<file path="src/rtl/adsr_envelope_generator.sv">
`default_nettype none
// ============================================================================
//  Module   : adsr_envelope_generator
//  Brief    : Per-voice linear ADSR envelope with tick-paced 24-bit accumulator.
//             Optional exponential release tail selected by ADSR_EXP_RELEASE_EN.
//  Revision : 1.0 - initial release
// ============================================================================
module adsr_envelope_generator #(
   parameter int PERCENT_WIDTH = 7,
   parameter int LEVEL_WIDTH   = 16,
   parameter int FRAC_WIDTH    = 8,
   parameter int RATE_SHIFT    = 6
) (
   input  logic                     clk,
   input  logic                     rst_n,
   input  logic                     tick,
   input  logic                     gate,
   input  logic [PERCENT_WIDTH-1:0] attack_rate,
   input  logic [PERCENT_WIDTH-1:0] decay_rate,
   input  logic [PERCENT_WIDTH-1:0] sustain_level,
   input  logic [PERCENT_WIDTH-1:0] release_rate,
   output logic [LEVEL_WIDTH-1:0]   level,
   output logic [2:0]               state,
   output logic                     active,
   output logic                     done
);

   localparam int                     ACC_W      = LEVEL_WIDTH + FRAC_WIDTH;
   localparam logic [ACC_W-1:0]       c_ACC_MAX  = '1;
   localparam logic [PERCENT_WIDTH:0] c_RATE_TOP = {1'b1, {PERCENT_WIDTH{1'b0}}};

   typedef enum logic [2:0] {
      ST_IDLE    = 3'd0,
      ST_ATTACK  = 3'd1,
      ST_DECAY   = 3'd2,
      ST_SUSTAIN = 3'd3,
      ST_RELEASE = 3'd4
   } state_t;

   state_t           r_state;
   logic [ACC_W-1:0] r_acc;
   logic             r_gate_q;
   logic             r_active;
   logic             r_done;

   logic             w_rise;
   logic             w_fall;
   logic [ACC_W-1:0] w_inc_a;
   logic [ACC_W-1:0] w_inc_d;
   logic [ACC_W-1:0] w_sus;
   logic [ACC_W-1:0] w_rel_dec;
   logic [ACC_W:0]   w_att_sum;
   logic [ACC_W:0]   w_dec_sub;

   function automatic logic [ACC_W-1:0] f_inc(input logic [PERCENT_WIDTH-1:0] p);
      logic [PERCENT_WIDTH:0] span;
      span = c_RATE_TOP - {1'b0, p};
      return ACC_W'(span) << RATE_SHIFT;
   endfunction

   assign w_rise    = gate & ~r_gate_q;
   assign w_fall    = ~gate & r_gate_q;
   assign w_inc_a   = f_inc(attack_rate);
   assign w_inc_d   = f_inc(decay_rate);
   // Replicating the 7-bit level fills the top 16 bits so 127 lands at 0xFFFF.
   assign w_sus     = {sustain_level, sustain_level,
                       sustain_level[PERCENT_WIDTH-1 -: 2], {FRAC_WIDTH{1'b0}}};
   assign w_att_sum = {1'b0, r_acc} + {1'b0, w_inc_a};
   assign w_dec_sub = {1'b0, r_acc} - {1'b0, w_inc_d};

`ifdef ADSR_EXP_RELEASE_EN
   // The +1 keeps the tail from stalling once the shifted term reaches zero.
   assign w_rel_dec = (r_acc >> (4'd3 + {1'b0, release_rate[PERCENT_WIDTH-1 -: 3]}))
                      + ACC_W'(1);
`else
   assign w_rel_dec = f_inc(release_rate);
`endif

   always_ff @(posedge clk or negedge rst_n) begin
      if (!rst_n) begin
         r_state  <= ST_IDLE;
         r_acc    <= '0;
         r_gate_q <= 1'b0;
         r_active <= 1'b0;
         r_done   <= 1'b0;
      end else begin
         r_gate_q <= gate;
         r_done   <= 1'b0;
         if (w_rise) begin
            r_state  <= ST_ATTACK;
            r_active <= 1'b1;
         end else if (w_fall && (r_state == ST_ATTACK || r_state == ST_DECAY ||
                                 r_state == ST_SUSTAIN)) begin
            r_state <= ST_RELEASE;
         end else if (tick) begin
            case (r_state)
               ST_IDLE: r_acc <= '0;
               ST_ATTACK: begin
                  if (w_att_sum >= {1'b0, c_ACC_MAX}) begin
                     r_acc   <= c_ACC_MAX;
                     r_state <= ST_DECAY;
                  end else begin
                     r_acc <= w_att_sum[ACC_W-1:0];
                  end
               end
               ST_DECAY: begin
                  if (w_dec_sub[ACC_W] || (w_dec_sub[ACC_W-1:0] <= w_sus)) begin
                     r_acc   <= w_sus;
                     r_state <= ST_SUSTAIN;
                  end else begin
                     r_acc <= w_dec_sub[ACC_W-1:0];
                  end
               end
               ST_SUSTAIN: r_acc <= w_sus;
               ST_RELEASE: begin
                  if (r_acc <= w_rel_dec) begin
                     r_acc    <= '0;
                     r_state  <= ST_IDLE;
                     r_active <= 1'b0;
                     r_done   <= 1'b1;
                  end else begin
                     r_acc <= r_acc - w_rel_dec;
                  end
               end
               default: begin
                  r_acc    <= '0;
                  r_state  <= ST_IDLE;
                  r_active <= 1'b0;
               end
            endcase
         end
      end
   end

   assign level  = r_acc[ACC_W-1:FRAC_WIDTH];
   assign state  = r_state;
   assign active = r_active;
   assign done   = r_done;

endmodule
`default_nettype wire

</file>
<file path="config.mk">
export PLATFORM = sky130hd
export DESIGN_NAME = adsr_envelope_generator
export DESIGN_NICKNAME = d
export VERILOG_FILES = /design/src/rtl/adsr_envelope_generator.sv
export SDC_FILE = /design/constraint.sdc
export NUM_CORES = 1
export LEC_CHECK = 0
export BUFFER_PORTS_ARGS = -buffer_cell sky130_fd_sc_hd__buf_2
export CAP_MARGIN = 20
export CORE_ASPECT_RATIO = 1.1
export CORE_MARGIN = 2
export CORE_UTILIZATION = 25
export DETAILED_ROUTE_END_ITERATION = 16
export SLEW_MARGIN = 0
export SYNTH_ARGS = -nofsm -noshare
export SYNTH_HDL_FRONTEND = slang
export SYNTH_SLANG_ARGS = --single-unit
</file>
<file path="constraint.sdc">
create_clock -name clk -period 4.78 [get_ports clk]
set_input_delay 0.956 -clock clk [delete_from_list [all_inputs] [get_ports clk]]
set_output_delay 0.956 -clock clk [all_outputs]
set_load 0.05 [all_outputs]
</file>
Word level (Yosys, flattened, before mapping)
Cells that the tools add are included.
{ "classes": {"mux": 21, "n_reduce_logical": 12, "eq_ne": 11, "bitwise": 6, "order_cmp": 3, "addsub": 6} }
{ "ops": {"columns": ["op", "count"], "rows": [
  ["one-hot mux 24 bit (4 select lines)", 1],
  ["two-way mux 24 bit", 3],
  ["adder 24 x 14 -> 25 bit", 1],
  [">= comparator 25 x 24 -> 1 bit (second input constant)", 1],
  ["subtractor 24 x 14 -> 25 bit", 1],
  ["less-or-equal comparator 24 x 14 -> 1 bit", 1],
  ["less-or-equal comparator 24 bit", 1],
  ["subtractor 24 x 14 -> 24 bit", 1],
  ["subtractor 8 x 7 -> 8 bit (first input constant)", 3],
  ["two-way mux 3 bit", 6],
  ["one-hot mux 3 bit (4 select lines)", 1],
  ["two-way mux 1 bit", 9],
  ["!= test 4 x 2 -> 1 bit (second input constant)", 2],
  ["== test 3 x 2 -> 1 bit (second input constant)", 2],
  ["AND reduction 5 bit", 1],
  ["!= test 4 bit (second input constant)", 1],
  ["inverter 1 bit", 4],
  ["AND reduction 4 bit", 1],
  ["OR reduction 4 bit", 1],
  ["== test 3 x 1 -> 1 bit (second input constant)", 1],
  ["== test 3 bit (second input constant)", 1],
  ["logical NOT 3 bit", 1],
  ["logical OR 1 bit", 3],
  ["!= test 3 x 1 -> 1 bit (second input constant)", 1],
  ["other kinds (10)", 11]
]} }
{ "word_totals": {"wordCells": 64, "register_bits": 30, "inputBits": 32} }

Logic depth before layout (Yosys ltp)
Gate-level depths: netlist of run 1.
{ "logic_depth": {"word_depth": 9, "mapped_depth": 21, "mapped_depth_nobuf": 19} }

Worst setup path before layout of run 1
No wires, ideal clock.
{ "synth_timing": {"kind": "input-to-reg", "startpoint": "input port decay_rate[2]", "endpoint": "register r_acc[9]", "n_path_buf": 1, "setup_ps": 139, "required_ps": 4641, "stages": 19, "setup_slack_ps": -270, "t_arrival_ps": 4911, "cell_sequence": "nor4_1 -> nand2_1 -> xnor2_1 -> ha_1 -> or2_1 -> o311a_1 -> o22a_1 -> buf_2 -> nor4_1 -> xor2_1 -> ha_1 -> nand3_1 -> nor4_1 -> a21boi_1 -> o31ai_4 -> o311a_2 -> and2_1 -> a211oi_2 -> a22oi_2"} }
{ "synth_between": {"elab_chain_len": 6} }
{ "synth_lines": {"columns": ["element", "line", "text"], "rows": [
  ["start: declaration", "19", "input logic [PERCENT_WIDTH-1:0] decay_rate,"],
  ["subtractor 8 x 7 -> 8 bit *", "57", "span = c_RATE_TOP - {1'b0, p};"],
  ["subtractor 24 x 14 -> 25 bit *", "69", "assign w_dec_sub = {1'b0, r_acc} - {1'b0, w_inc_d};"],
  ["less-or-equal comparator 24 bit", "107", "if (w_dec_sub[ACC_W] || (w_dec_sub[ACC_W-1:0] <= w_sus)) begin"],
  ["logical OR 1 bit", "107", null],
  ["two-way mux 24 bit *", "107", null],
  ["one-hot mux 24 bit (4 select lines) *", "96", "case (r_state)"],
  ["end signal: assignment", "100", "r_acc <= c_ACC_MAX;"],
  ["end signal: assignment", "108", "r_acc <= w_sus;"],
  ["end signal: assignment", "111", "r_acc <= w_dec_sub[ACC_W-1:0];"],
  ["end: declaration", "41", "logic [ACC_W-1:0] r_acc;"]
]} }
Mark *: on every way between the ends. The rest lies on a longest branch, timed or not.
A chain may end at the register's enable or synchronous reset.

Final worst setup path of run 1
{ "layout_timing": {"startpoint": "input port decay_rate[5]", "endpoint": "register r_acc[10]"} }
{ "layout_between": {"elab_chain_len": 6} }
{ "layout_lines": {"columns": ["element", "line"], "rows": [
  ["subtractor 8 x 7 -> 8 bit *", "57"],
  ["subtractor 24 x 14 -> 25 bit *", "69"],
  ["less-or-equal comparator 24 bit", "107"],
  ["logical OR 1 bit *", "107"],
  ["two-way mux 24 bit *", "107"],
  ["one-hot mux 24 bit (4 select lines) *", "96"]
]} }
Marks and branches as above.

==> impl_metrics.csv, run 1 <==
group,metric,value,unit
run_status,status,"finished with violations",
run_status,violations,"setup timing",
clock_tree,worst_setup_hold_path_clk_slew,0.08,ns
detailed_routing,firstDrtPassIters,5,
setup_path,crit_path_max_incr_delay,0.41,ns
synth,post_synthesis_mux_area_share,1.40,%
layout,most_frequent_cells_in_the_layout,"70 x sky130_fd_sc_hd__buf_4, 53 x sky130_fd_sc_hd__nand2_1, 46 x sky130_fd_sc_hd__buf_2, 37 x sky130_fd_sc_hd__ha_1, 36 x sky130_fd_sc_hd__nor2_1",
power,leakage,2.52,nW
timing,unrepaired_setup_endpoints_after_global_routing,"true",
power,share_clk_of_total_power,12.0,%
layout,share_of_layout_cells_above_drive_strength_1,31.1,%
place,dp.cells,843,
timing,fmaxAchievable,0.204,GHz
setup_path,top_family_by_delay_on_critical_path,"compound AO/OA/AOI/OAI gates",
floorplan,fp.dieArea,18200,sq um
synth,asyncSetResetFlopFracSynth,100,%
synth,synth_top_area_share,14.6,%
setup_path,combined_buffer_and_inverter_count_along_the_critical_path,3,
global_routing,grt_pass1_vias,4468,
layout,antenna_cells_inserted,0,
setup_path,crit_path_cell_trace,"buf_8 -> nor4_4 -> nand2_1 -> xnor2_1 -> ha_1 -> or2_1 -> o311a_1 -> o22a_4 -> nor2_1 -> xor2_1 -> ha_1 -> nand3_2 -> nor4_4 -> a21boi_4 -> o31ai_4 -> buf_6 -> o311a_4 -> buf_6 -> a221oi_2 -> o21ai_1",
floorplan,starting_density_of_the_core,25.3,%
layout,finalNonFillerCells,867,
global_routing,largest_net_degree_at_the_start_of_global_routing,26,
timing,timing.final.hold_violations,0,
setup_path,worstSetupEndpointType,"flip-flop",
synth,library_cell_with_the_largest_summed_area_after_synthesis,"sky130_fd_sc_hd__dfrtp_1",
detailed_routing,drt-total-wl,16200,um
global_routing,grt-ovfl-total,0,
global_routing,global_route.peak_usage_layer,"met2",
global_routing,gr-usage-met3,1.55,%
setup_path,critical_path_class,"input port to flip-flop",
power,cellPowerDensity,304,nW/um^2
synth,synthesis.instances,564,
synth,synth.yosys.seq_area_share,14.6,%
synth,yosys.area_share.adder,14.2,%
timing,holdWs,0.491,ns
layout,fill_cells,1811,
setup_path,cp_data_arrival_time,5.06,ns
setup_path,critical_path_peak_fanout,6,
synth,synth-edff-count,0,
power,comb_power_share,72.3,%
place,buffer_ports.inserted,52,
clock_tree,ctsHtreeMaxLevel,1,
timing,layout_setup_ws,-0.114,ns
detailed_routing,via_count,4731,
timing,totalNegativeSetupSlack,-0.676,ns
place,post_dp_cell_area,5060,sq um
power,power.internal,885,uW
timing,final-max-slew-violation-count,0,
floorplan,die_y,141,um
power,worst_ir_drop_vdd,0.106,mV
clock_tree,cts_root_buffer,"sky130_fd_sc_hd__clkbuf_16",
global_routing,grt_use_total,17.0,%
place,finalWeightedCongestion,0.941,
synth,synthTopCellsByArea,"sky130_fd_sc_hd__dfrtp_1 15%, sky130_fd_sc_hd__ha_1 13%, sky130_fd_sc_hd__xor2_1 5.1%",
detailed_routing,number_of_remaining_drc_errors,0,
global_routing,grt_util_met1,22.7,%
global_routing,initial_antenna_violation_count,0,
clock_tree,numCtsBuffers,3,
synth,synth-compound-area-share,29.8,%
global_routing,global_route.usage.met2,28.4,%
timing,finalWorstPathRequiredPeriod,4.89,ns
worst_hold_path,hold_class,"flip-flop to flip-flop",
synth,post_syn_area_per_cell,7.59,sq um
job,max_cap_violations,0,
global_routing,first_pass_grt_wire_length,24200,um
synth,post_synth_xor_area_fraction,9.21,%
place,dp_hpwl,12300,um
floorplan,dieWidth,129,um
synth,yosys_warnings,0,
power,power.net_switching,859,uW
power,p_seq_share,15.7,%
power,power.switching_fraction,49.3,%
synth,distinct_cells_synth,78,
layout,num-nets-final,738,
setup_path,startpoint_type,"input port",
timing,tightestPinTransition,0.803,ns
setup_path,critical_path.slowest_cell,"sky130_fd_sc_hd__o311a_4",
synth,syn-num-nets,642,
floorplan,placement_rows,50,
timing,post-route-period-util,102,%
synth,postSynthRegisterBits,25,
timing,setup_viol,11,
detailed_routing,routed_via_density,5.46,
clock_tree,tritoncts_clock_tree,"done",
synth,yosys.area_share.simple,23.2,%
synth,syn-cell-area,4280,sq um
setup_path,critPathRequiredTime,4.94,ns
layout,post_route_cell_area,5730,sq um
clock_tree,max-clock-path-buffers,2,
detailed_routing,ant_nets,0,
detailed_routing,route.detailed.wl_per_inst,18.7,um
clock_tree,clk-insertion-delay-late,0.28,ns
clock_tree,cts_hold_buf,0,
floorplan,design.core.area,16900,sq um
synth,synth_top_family_by_area,"compound AO/OA/AOI/OAI gates",
detailed_routing,initialDrtViolationCount,296,
layout,leading_cell_type_in_the_layout_fill_and_taps_excluded,"sky130_fd_sc_hd__buf_4",
synth,yosys_most_used_dff,"sky130_fd_sc_hd__dfrtp_1",
floorplan,ios,53,
timing,timing.clock.skew,0.00562,ns
clock_tree,cts.sinks,25,
timing,slew_headroom,46.5,%
layout,area_growth_syn_to_layout,33.8,%
place,pre_cts_slack,-0.590,ns
==> worst register-to-register path, delay by kind of cell (launching register included) <==
kind	cells	cell delay, ns
AOI/OAI and AO/OA	7	1.58
adders and majority gates	3	0.82
and+or+nand+nor	4	0.72
buffers and inverters	4	0.48
DFF	1	0.39
xor gates and xnor gates	1	0.25
==> kinds of logic after synthesis <==
kind of cell / Yosys count
AO/OA/AOI/OAI: 178
XOR/XNOR: 45
adder cells (fa/ha/maj): 47
buffers and inverters: 67
flip-flops: 25
multiplexers: 6
AND/OR/NAND/NOR: 196
==> power groups by stage <==
stage | clock network (mW) | registers, mW | logic, mW
floorplan | 0 | 0.290 | 0.697
global placement | 0 | 0.276 | 1.05
detailed placement | 0 | 0.274 | 1.05
CTS | 0.207 | 0.272 | 1.14
global route | 0.217 | 0.276 | 1.36
finish | 0.209 | 0.273 | 1.26
==> final timing paths <==
| check | startpoint | end | slack [ns] | cells after the start |
|---|---|---|---|---|
| setup reg to reg | r_acc[6]$_DFFE_PN0P_ | r_acc[10]$_DFFE_PN0P_ | 0.44 | 19 |
| setup / recovery | decay_rate[5] | r_acc[10]$_DFFE_PN0P_ | -0.11 | 20 |
| min in group asynchronous | rst_n | r_acc[19]$_DFFE_PN0P_ | 0.70 | 1 |
| max in group asynchronous | rst_n | r_acc[14]$_DFFE_PN0P_ | 3.64 | 1 |
| hold reg to reg | active$_DFFE_PN0P_ | active$_DFFE_PN0P_ | 0.49 | 2 |
| hold / removal | active$_DFFE_PN0P_ | active$_DFFE_PN0P_ | 0.49 | 2 |
==> what timing repair did <==
item | CTS | global route
gates cloned | 0 | 1
endpoints found under the setup margin | 20 | 20
pin swaps | 22 | 44
setup buffers | 6 | 13
gates resized for setup | 37 | 48
==> registers in the layout, summed over array words and instances (netlist names) <==
register / count
active: 1
done: 1
r_acc: 19
state: 3
r_gate_q: 1
==> cell usage after synthesis (all sizes together) (6+ instances only) <==
cell type and count:
xnor2 20, nor3 28, ha 43, nor4 6
o31a 8, o21a 11, a21o 8, a21oi 38
nand3 16, dfrtp 25, inv 28, mux2i 6
o22ai 9, buf 21, nand2 55, o21ai 38
clkbuf 18, o211ai 8, nor2 43, nand4 6
a221oi 6, a211oi 13, nand2b 6, or3 8
xor2 25, and3 7, o31ai 7
==> through the flow <==
stage	power (mW)	util, %
4_1_cts	1.62	31.7
5_1_grt	1.85	33.9
3_5_place_dp	1.32	30.0
3_3_place_gp	1.33	30.0
2_1_floorplan	0.988	-
6_report	1.74	33.9
==> metal layers <==
layer	vias up	part of all wire [%]
met5	-	0
met4	0	3.7
met3	41	5.1
met2	167	48
met1	2263	44
li1	2260	-
==> area by class of cell <==
cell class / count / area (sq um) / share of cell area [%]
clock buffers: 4 / 78.8 / 1.38
inverters: 28 / 105 / 1.83
multi-input cells: 473 / 3750 / 65.4
flip-flops and latches: 25 / 626 / 10.9
well taps: 208 / 260 / 4.54
repair buffers: 129 / 910 / 15.9
Power figures use the tool's default switching activity.
==> run 2: changes to the inputs <==
==> constraint.sdc (replaced) <==
create_clock -name clk -period 4.78 [get_ports clk]
set_input_delay 0.478 -clock clk [delete_from_list [all_inputs] [get_ports clk]]
set_output_delay 0.478 -clock clk [all_outputs]
set_load 0.05 [all_outputs]
==> run 2 against run 1 <==
Net effect: the flow now finishes without violations; sequential share of layout area up 1.4 points; non-clock buffer count down 31; power down 14%; utilization down 3.7 points; maximum frequency up 9.1%; wire length down 7.3%; first-iteration DRC count up 19%; sequential power up 6%; clock-buffer cell count down 1; global-route usage down 0.50 points; clock skew down 0.00075 ns; setup slack better by 0.41 ns.
==> impl_metrics.csv, run 2 (same netlist as run 1, synthesis figures left out) <==
group,metric,value,unit
clock_tree,cts_root_buffer,"sky130_fd_sc_hd__clkbuf_16",
setup_path,crit_path_cell_trace,"buf_2 -> inv_1 -> ha_1 -> xor2_1 -> ha_1 -> buf_4 -> a211oi_1 -> nor2_1 -> o22a_1 -> buf_4 -> nor2_1 -> xor2_1 -> ha_1 -> buf_4 -> a21oi_1 -> nand2_1 -> o21ba_2 -> o31ai_4 -> buf_4 -> nor2_2 -> buf_4 -> a221oi_1 -> o21ai_1",
timing,unrepaired_setup_endpoints_after_global_routing,"true",
setup_path,startpoint_type,"input port",
run_status,status,"completed",
global_routing,grt-ovfl-total,0,
setup_path,critPathRequiredTime,4.93,ns
detailed_routing,drt-total-wl,15000,um
clock_tree,ctsHtreeMaxLevel,1,
global_routing,initial_antenna_violation_count,0,
layout,most_frequent_cells_in_the_layout,"54 x sky130_fd_sc_hd__nand2_1, 52 x sky130_fd_sc_hd__buf_2, 45 x sky130_fd_sc_hd__buf_4, 43 x sky130_fd_sc_hd__ha_1, 40 x sky130_fd_sc_hd__nor2_1",
setup_path,crit_path_max_incr_delay,0.30,ns
place,dp.cells,829,
setup_path,worstSetupEndpointType,"flip-flop",
layout,registers.top_by_ff_count,"r_acc",
timing,timing.final.hold_violations,0,
global_routing,grt_util_met1,20.7,%
timing,fmaxAchievable,0.223,GHz
layout,area_growth_syn_to_layout,19.0,%
timing,tightestPinTransition,0.776,ns
floorplan,fp.dieArea,18200,sq um
clock_tree,clk-insertion-delay-late,0.26,ns
power,worst_ir_drop_vdd,0.171,mV
floorplan,design.core.area,16900,sq um
setup_path,worstReg2RegEnd,"r_acc[10]$_DFFE_PN0P_",
layout,number_of_flip_flops_under_the_largest_register_name,19,
floorplan,placement_rows,50,
detailed_routing,routed_via_density,5.46,
worst_hold_path,hold_class,"input port to async pin",
detailed_routing,ant_nets,0,
setup_path,regToRegSetupSlack,0.33,ns
power,cellPowerDensity,295,nW/um^2
clock_tree,max-clock-path-buffers,2,
setup_path,cp_data_arrival_time,4.64,ns
floorplan,ios,53,
floorplan,dieWidth,129,um
layout,num-nets-final,706,
setup_path,critical_path_class,"input port to flip-flop",
detailed_routing,via_count,4557,
global_routing,first_pass_grt_wire_length,23600,um
detailed_routing,initialDrtViolationCount,353,
detailed_routing,firstDrtPassIters,5,
timing,totalNegativeSetupSlack,0,ns
timing,final-max-slew-violation-count,0,
layout,share_of_layout_cells_above_drive_strength_1,21.5,%
timing,finalWorstPathRequiredPeriod,4.49,ns
global_routing,global_route.peak_usage_layer,"met2",
global_routing,largest_net_degree_at_the_start_of_global_routing,26,
clock_tree,worst_setup_hold_path_clk_slew,0.07,ns
timing,holdWs,0.229,ns
place,buffer_ports.inserted,52,
place,dp_hpwl,12000,um
power,total_power,1.50,mW
detailed_routing,number_of_remaining_drc_errors,0,
timing,post-route-period-util,93.9,%
layout,post_route_cell_area,5090,sq um
layout,finalNonFillerCells,835,
timing,slew_headroom,48.3,%
timing,setup_viol,0,
setup_path,worstReg2RegStart,"r_acc[6]$_DFFE_PN0P_",
global_routing,grt_pass1_vias,4530,
layout,antenna_cells_inserted,0,
setup_path,cp_common_cell,"sky130_fd_sc_hd__buf_4",
place,finalWeightedCongestion,0.928,
setup_path,critical_path_peak_fanout,7,
clock_tree,cts_hold_buf,0,
place,post_dp_cell_area,4930,sq um
power,leakage,2.30,nW
floorplan,starting_density_of_the_core,25.3,%
layout,leading_cell_type_in_the_layout_fill_and_taps_excluded,"sky130_fd_sc_hd__nand2_1",
timing,timing.clock.skew,0.00487,ns
global_routing,grt_use_total,16.5,%
setup_path,reg2reg_depth,21,
global_routing,gr-usage-met3,2.07,%
detailed_routing,route.detailed.wl_per_inst,18.0,um
floorplan,die_y,141,um
setup_path,critical_path.slowest_cell,"sky130_fd_sc_hd__a221oi_1",
clock_tree,tritoncts_clock_tree,"done",
global_routing,global_route.usage.met2,28.2,%
clock_tree,numCtsBuffers,3,
clock_tree,cts.sinks,25,
job,max_cap_violations,0,
[run 2: metrics by stage]
stage | utilization, % | setup slack (ns)
6_report | 30.2 | 0.292
3_5_place_dp | 29.2 | -0.158
3_3_place_gp | 29.2 | 0.0429
2_1_floorplan | - | 0.208
4_1_cts | 29.6 | 0.0946
5_1_grt | 30.2 | -0.0260
[run 2: repair_timing]
action / in CTS / in global routing
gates resized for setup: 0 / 12
hold endpoints to repair: 0 / 0
setup buffers: 0 / 2
endpoints found under the setup margin: 0 / 20
[run 2: power by group]
| group | internal (mW) | total (mW) | switching (mW) | leakage, nW |
|---|---|---|---|---|
| combinational | 0.400 | 1.01 | 0.615 | 1.92 |
| clock | 0.113 | 0.197 | 0.0843 | 0.0409 |
| sequential | 0.234 | 0.290 | 0.0558 | 0.339 |
[run 2: worst max path at each step]
| stage | end | depth (start not counted) | slack [ns] | from |
|---|---|---|---|---|
| 5_1_grt | r_acc[21]$_DFFE_PN0P_ | 23 | -0.03 | decay_rate[0] |
| 3_5_place_dp | r_acc[22]$_DFFE_PN0P_ | 21 | -0.16 | decay_rate[0] |
| 4_1_cts | r_acc[22]$_DFFE_PN0P_ | 21 | 0.09 | decay_rate[0] |
| 6_report | r_acc[10]$_DFFE_PN0P_ | 23 | 0.29 | decay_rate[0] |
| 3_3_place_gp | r_acc[15]$_DFFE_PN0P_ | 21 | 0.04 | decay_rate[0] |
| 2_1_floorplan | r_acc[9]$_DFFE_PN0P_ | 19 | 0.21 | decay_rate[2] |
[run 2: routing by layer]
layer,part of all wire (%),wire (um)
met1,41,6210
met2,48,7170
met3,6.6,984
met4,4.2,636
met5,0,0
[run 2: cell type report]
class                   count  area [sq um]
well taps                 208           260
clock inverters             1          5.00
clock buffers               3          75.1
fillers                  1836         11800
inverters                  28           105
multi-input cells         472          3410
repair buffers             98           618
flip-flops and latches     25           626
[run 2: worst max-delay path, delay by kind of cell]
family	cells	cell delay [ns]
AOI/OAI and AO/OA	7	1.48
adders and majority gates	3	0.79
and+or+nand+nor	4	0.41
xor gates and xnor gates	2	0.40
buffers and inverters	7	1.05
==> run 3: changes to the inputs <==
--- a/config.mk
+++ b/config.mk
@@ -9,7 +9,7 @@
 export CAP_MARGIN = 20
 export CORE_ASPECT_RATIO = 1.1
 export CORE_MARGIN = 2
-export CORE_UTILIZATION = 25
+export CORE_UTILIZATION = 35
 export DETAILED_ROUTE_END_ITERATION = 16
 export SLEW_MARGIN = 0
 export SYNTH_ARGS = -nofsm -noshare
==> run 3 against run 2 <==
Net effect: largest cell class unchanged; clock-buffer cell count unchanged; critical endpoint is now r_acc[16]$_DFFE_PN0P_; first-iteration DRC count shrank 15%; clock power hardly changed; global-route usage is 6.4 points higher; die area down 28%.
==> impl_metrics.csv, run 3 (same netlist as run 1, synthesis figures left out) <==
group,metric,value,unit
setup_path,critical_path_class,"input port to flip-flop",
detailed_routing,route.detailed.wl_per_inst,19.0,um
detailed_routing,firstDrtPassIters,5,
place,buffer_ports.inserted,52,
clock_tree,cts_hold_buf,0,
global_routing,global_route.peak_usage_layer,"met2",
timing,post-route-period-util,94.9,%
layout,number_of_flip_flops_under_the_largest_register_name,19,
setup_path,crit_path_max_incr_delay,0.51,ns
timing,timing.clock.skew,0.00311,ns
layout,num-nets-final,711,
setup_path,worstSetupEndpointType,"flip-flop",
place,finalWeightedCongestion,0.988,
detailed_routing,number_of_remaining_drc_errors,0,
setup_path,cp_data_arrival_time,4.69,ns
setup_path,critPathRequiredTime,4.94,ns
floorplan,ios,53,
timing,finalWorstPathRequiredPeriod,4.53,ns
global_routing,grt_use_total,22.9,%
power,leakage,2.31,nW
layout,finalNonFillerCells,786,
power,cellPowerDensity,299,nW/um^2
timing,holdWs,0.227,ns
timing,slew_headroom,40.9,%
power,worst_ir_drop_vdd,0.216,mV
layout,finish.utilization,41.9,%
timing,unrepaired_setup_endpoints_after_global_routing,"false",
layout,area_growth_syn_to_layout,17.3,%
worst_hold_path,hold_class,"input port to async pin",
setup_path,startpoint_type,"input port",
layout,leading_cell_type_in_the_layout_fill_and_taps_excluded,"sky130_fd_sc_hd__nand2_1",
floorplan,dieWidth,109,um
clock_tree,post-cts-setup-buffer-count,0,
place,dp.cells,782,
floorplan,fp.dieArea,13100,sq um
run_status,status,"completed",
layout,most_frequent_cells_in_the_layout,"54 x sky130_fd_sc_hd__nand2_1, 52 x sky130_fd_sc_hd__buf_2, 51 x sky130_fd_sc_hd__buf_4, 43 x sky130_fd_sc_hd__ha_1, 40 x sky130_fd_sc_hd__nor2_1",
timing,fmaxAchievable,0.221,GHz
clock_tree,cts.sinks,25,
clock_tree,numCtsBuffers,3,
floorplan,starting_density_of_the_core,35.7,%
global_routing,largest_net_degree_at_the_start_of_global_routing,26,
floorplan,design.core.area,12000,sq um
floorplan,placement_rows,42,
timing,timing.final.hold_violations,0,
clock_tree,ctsHtreeMaxLevel,1,
global_routing,first_pass_grt_wire_length,23300,um
floorplan,die_y,120,um
clock_tree,max-clock-path-buffers,2,
detailed_routing,via_count,4649,
clock_tree,cts_root_buffer,"sky130_fd_sc_hd__clkbuf_16",
setup_path,critical_path_peak_fanout,8,
clock_tree,tritoncts_clock_tree,"done",
clock_tree,worst_setup_hold_path_clk_slew,0.07,ns
layout,fill_cells,1263,
layout,share_of_layout_cells_above_drive_strength_1,22.2,%
detailed_routing,drt-total-wl,14900,um
layout,registers.top_by_ff_count,"r_acc",
global_routing,grt_pass1_vias,4501,
timing,tightestPinTransition,0.879,ns
timing,final-max-slew-violation-count,0,
detailed_routing,ant_nets,0,
place,pre_cts_slack,-0.196,ns
setup_path,critical_path.slowest_cell,"sky130_fd_sc_hd__or4_1",
global_routing,global_route.usage.met2,37.9,%
place,dp_hpwl,12000,um
global_routing,gr-usage-met3,3.69,%
timing,setup_viol,0,
global_routing,grt_util_met1,28.4,%
global_routing,grt-ovfl-total,0,
global_routing,initial_antenna_violation_count,0,
clock_tree,clk-insertion-delay-late,0.27,ns
detailed_routing,routed_via_density,5.91,
job,max_cap_violations,0,
detailed_routing,initialDrtViolationCount,301,
timing,layout_setup_ws,0.246,ns
setup_path,crit_path_cell_trace,"buf_2 -> inv_1 -> ha_1 -> buf_4 -> nand2_1 -> xnor2_1 -> ha_1 -> or4_1 -> o22a_1 -> buf_4 -> nor2_1 -> xor2_1 -> ha_1 -> nand3_1 -> nor4_2 -> a21boi_2 -> o31ai_4 -> buf_4 -> buf_4 -> o31ai_1 -> a21oi_1 -> o311ai_1",
setup_path,cp_common_cell,"sky130_fd_sc_hd__buf_4",
layout,antenna_cells_inserted,0,
[run 3: changes by cell type in the layout (fill, tap and decap cells not counted), sizes merged]
cell	delta
buf	+5
[run 3: per-stage QoR]
stage	TNS (ns)	instance area (sq um)	power [mW]
2_1_floorplan	0	4280	0.976
5_1_grt	0	5020	1.62
3_5_place_dp	-1.29	4900	1.28
3_3_place_gp	-0.0521	4900	1.26
4_1_cts	0	4980	1.48
6_report	0	5020	1.50
[run 3: layer usage]
layer,routed length [um],vias up
li1,-,2210
met4,804,0
met1,6020,2182
met2,7140,197
met5,0,-
met3,947,60
[run 3: path summary, 6_finish.rpt]
kind                       depth (start not counted)                  from                     to  slack, ns
max in group asynchronous                          1                 rst_n   r_acc[8]$_DFFE_PN0P_       4.15
min in group clk                                   1                  gate     r_gate_q$_DFF_PN0_       0.39
max                                               22         decay_rate[1]  r_acc[16]$_DFFE_PN0P_       0.25
min reg2reg                                        2    active$_DFFE_PN0P_     active$_DFFE_PN0P_       0.49
max reg2reg                                       20  r_acc[6]$_DFFE_PN0P_  r_acc[16]$_DFFE_PN0P_       0.32
min                                                1                 rst_n  r_acc[23]$_DFFE_PN0P_       0.23
[run 3: layout make-up]
| class | instances | area [sq um] | share of cell area, % |
|---|---|---|---|
| clock inverters | 1 | 5.00 | 0.0997 |
| repair buffers | 103 | 643 | 12.8 |
| well taps | 154 | 193 | 3.84 |
| multi-input cells | 472 | 3380 | 67.2 |
| flip-flops and latches | 25 | 626 | 12.5 |
| inverters | 28 | 105 | 2.09 |
| clock buffers | 3 | 75.1 | 1.49 |
[run 3: repair_timing]
| item | in CTS | in global routing |
|---|---|---|
| endpoints found under the setup margin | 0 | 17 |
| hold endpoints to repair | 0 | 0 |
| resized for setup | 0 | 8 |
[run 3: worst max-delay path: cells and delay by family]
family / cells / cell delay, ns
XOR/XNOR: 2 / 0.23
AND/OR/NAND/NOR: 5 / 1.14
adder cells (fa/ha/maj): 3 / 0.72
AO/OA/AOI/OAI: 6 / 1.33
buffers and inverters: 6 / 0.79
[run 3: report_power, final]
group	internal [mW]	leakage [nW]	total [mW]	switching [mW]
clock	0.113	0.0409	0.197	0.0843
sequential	0.234	0.339	0.279	0.0454
combinational	0.405	1.93	1.02	0.618
total	0.752	2.31	1.50	0.748
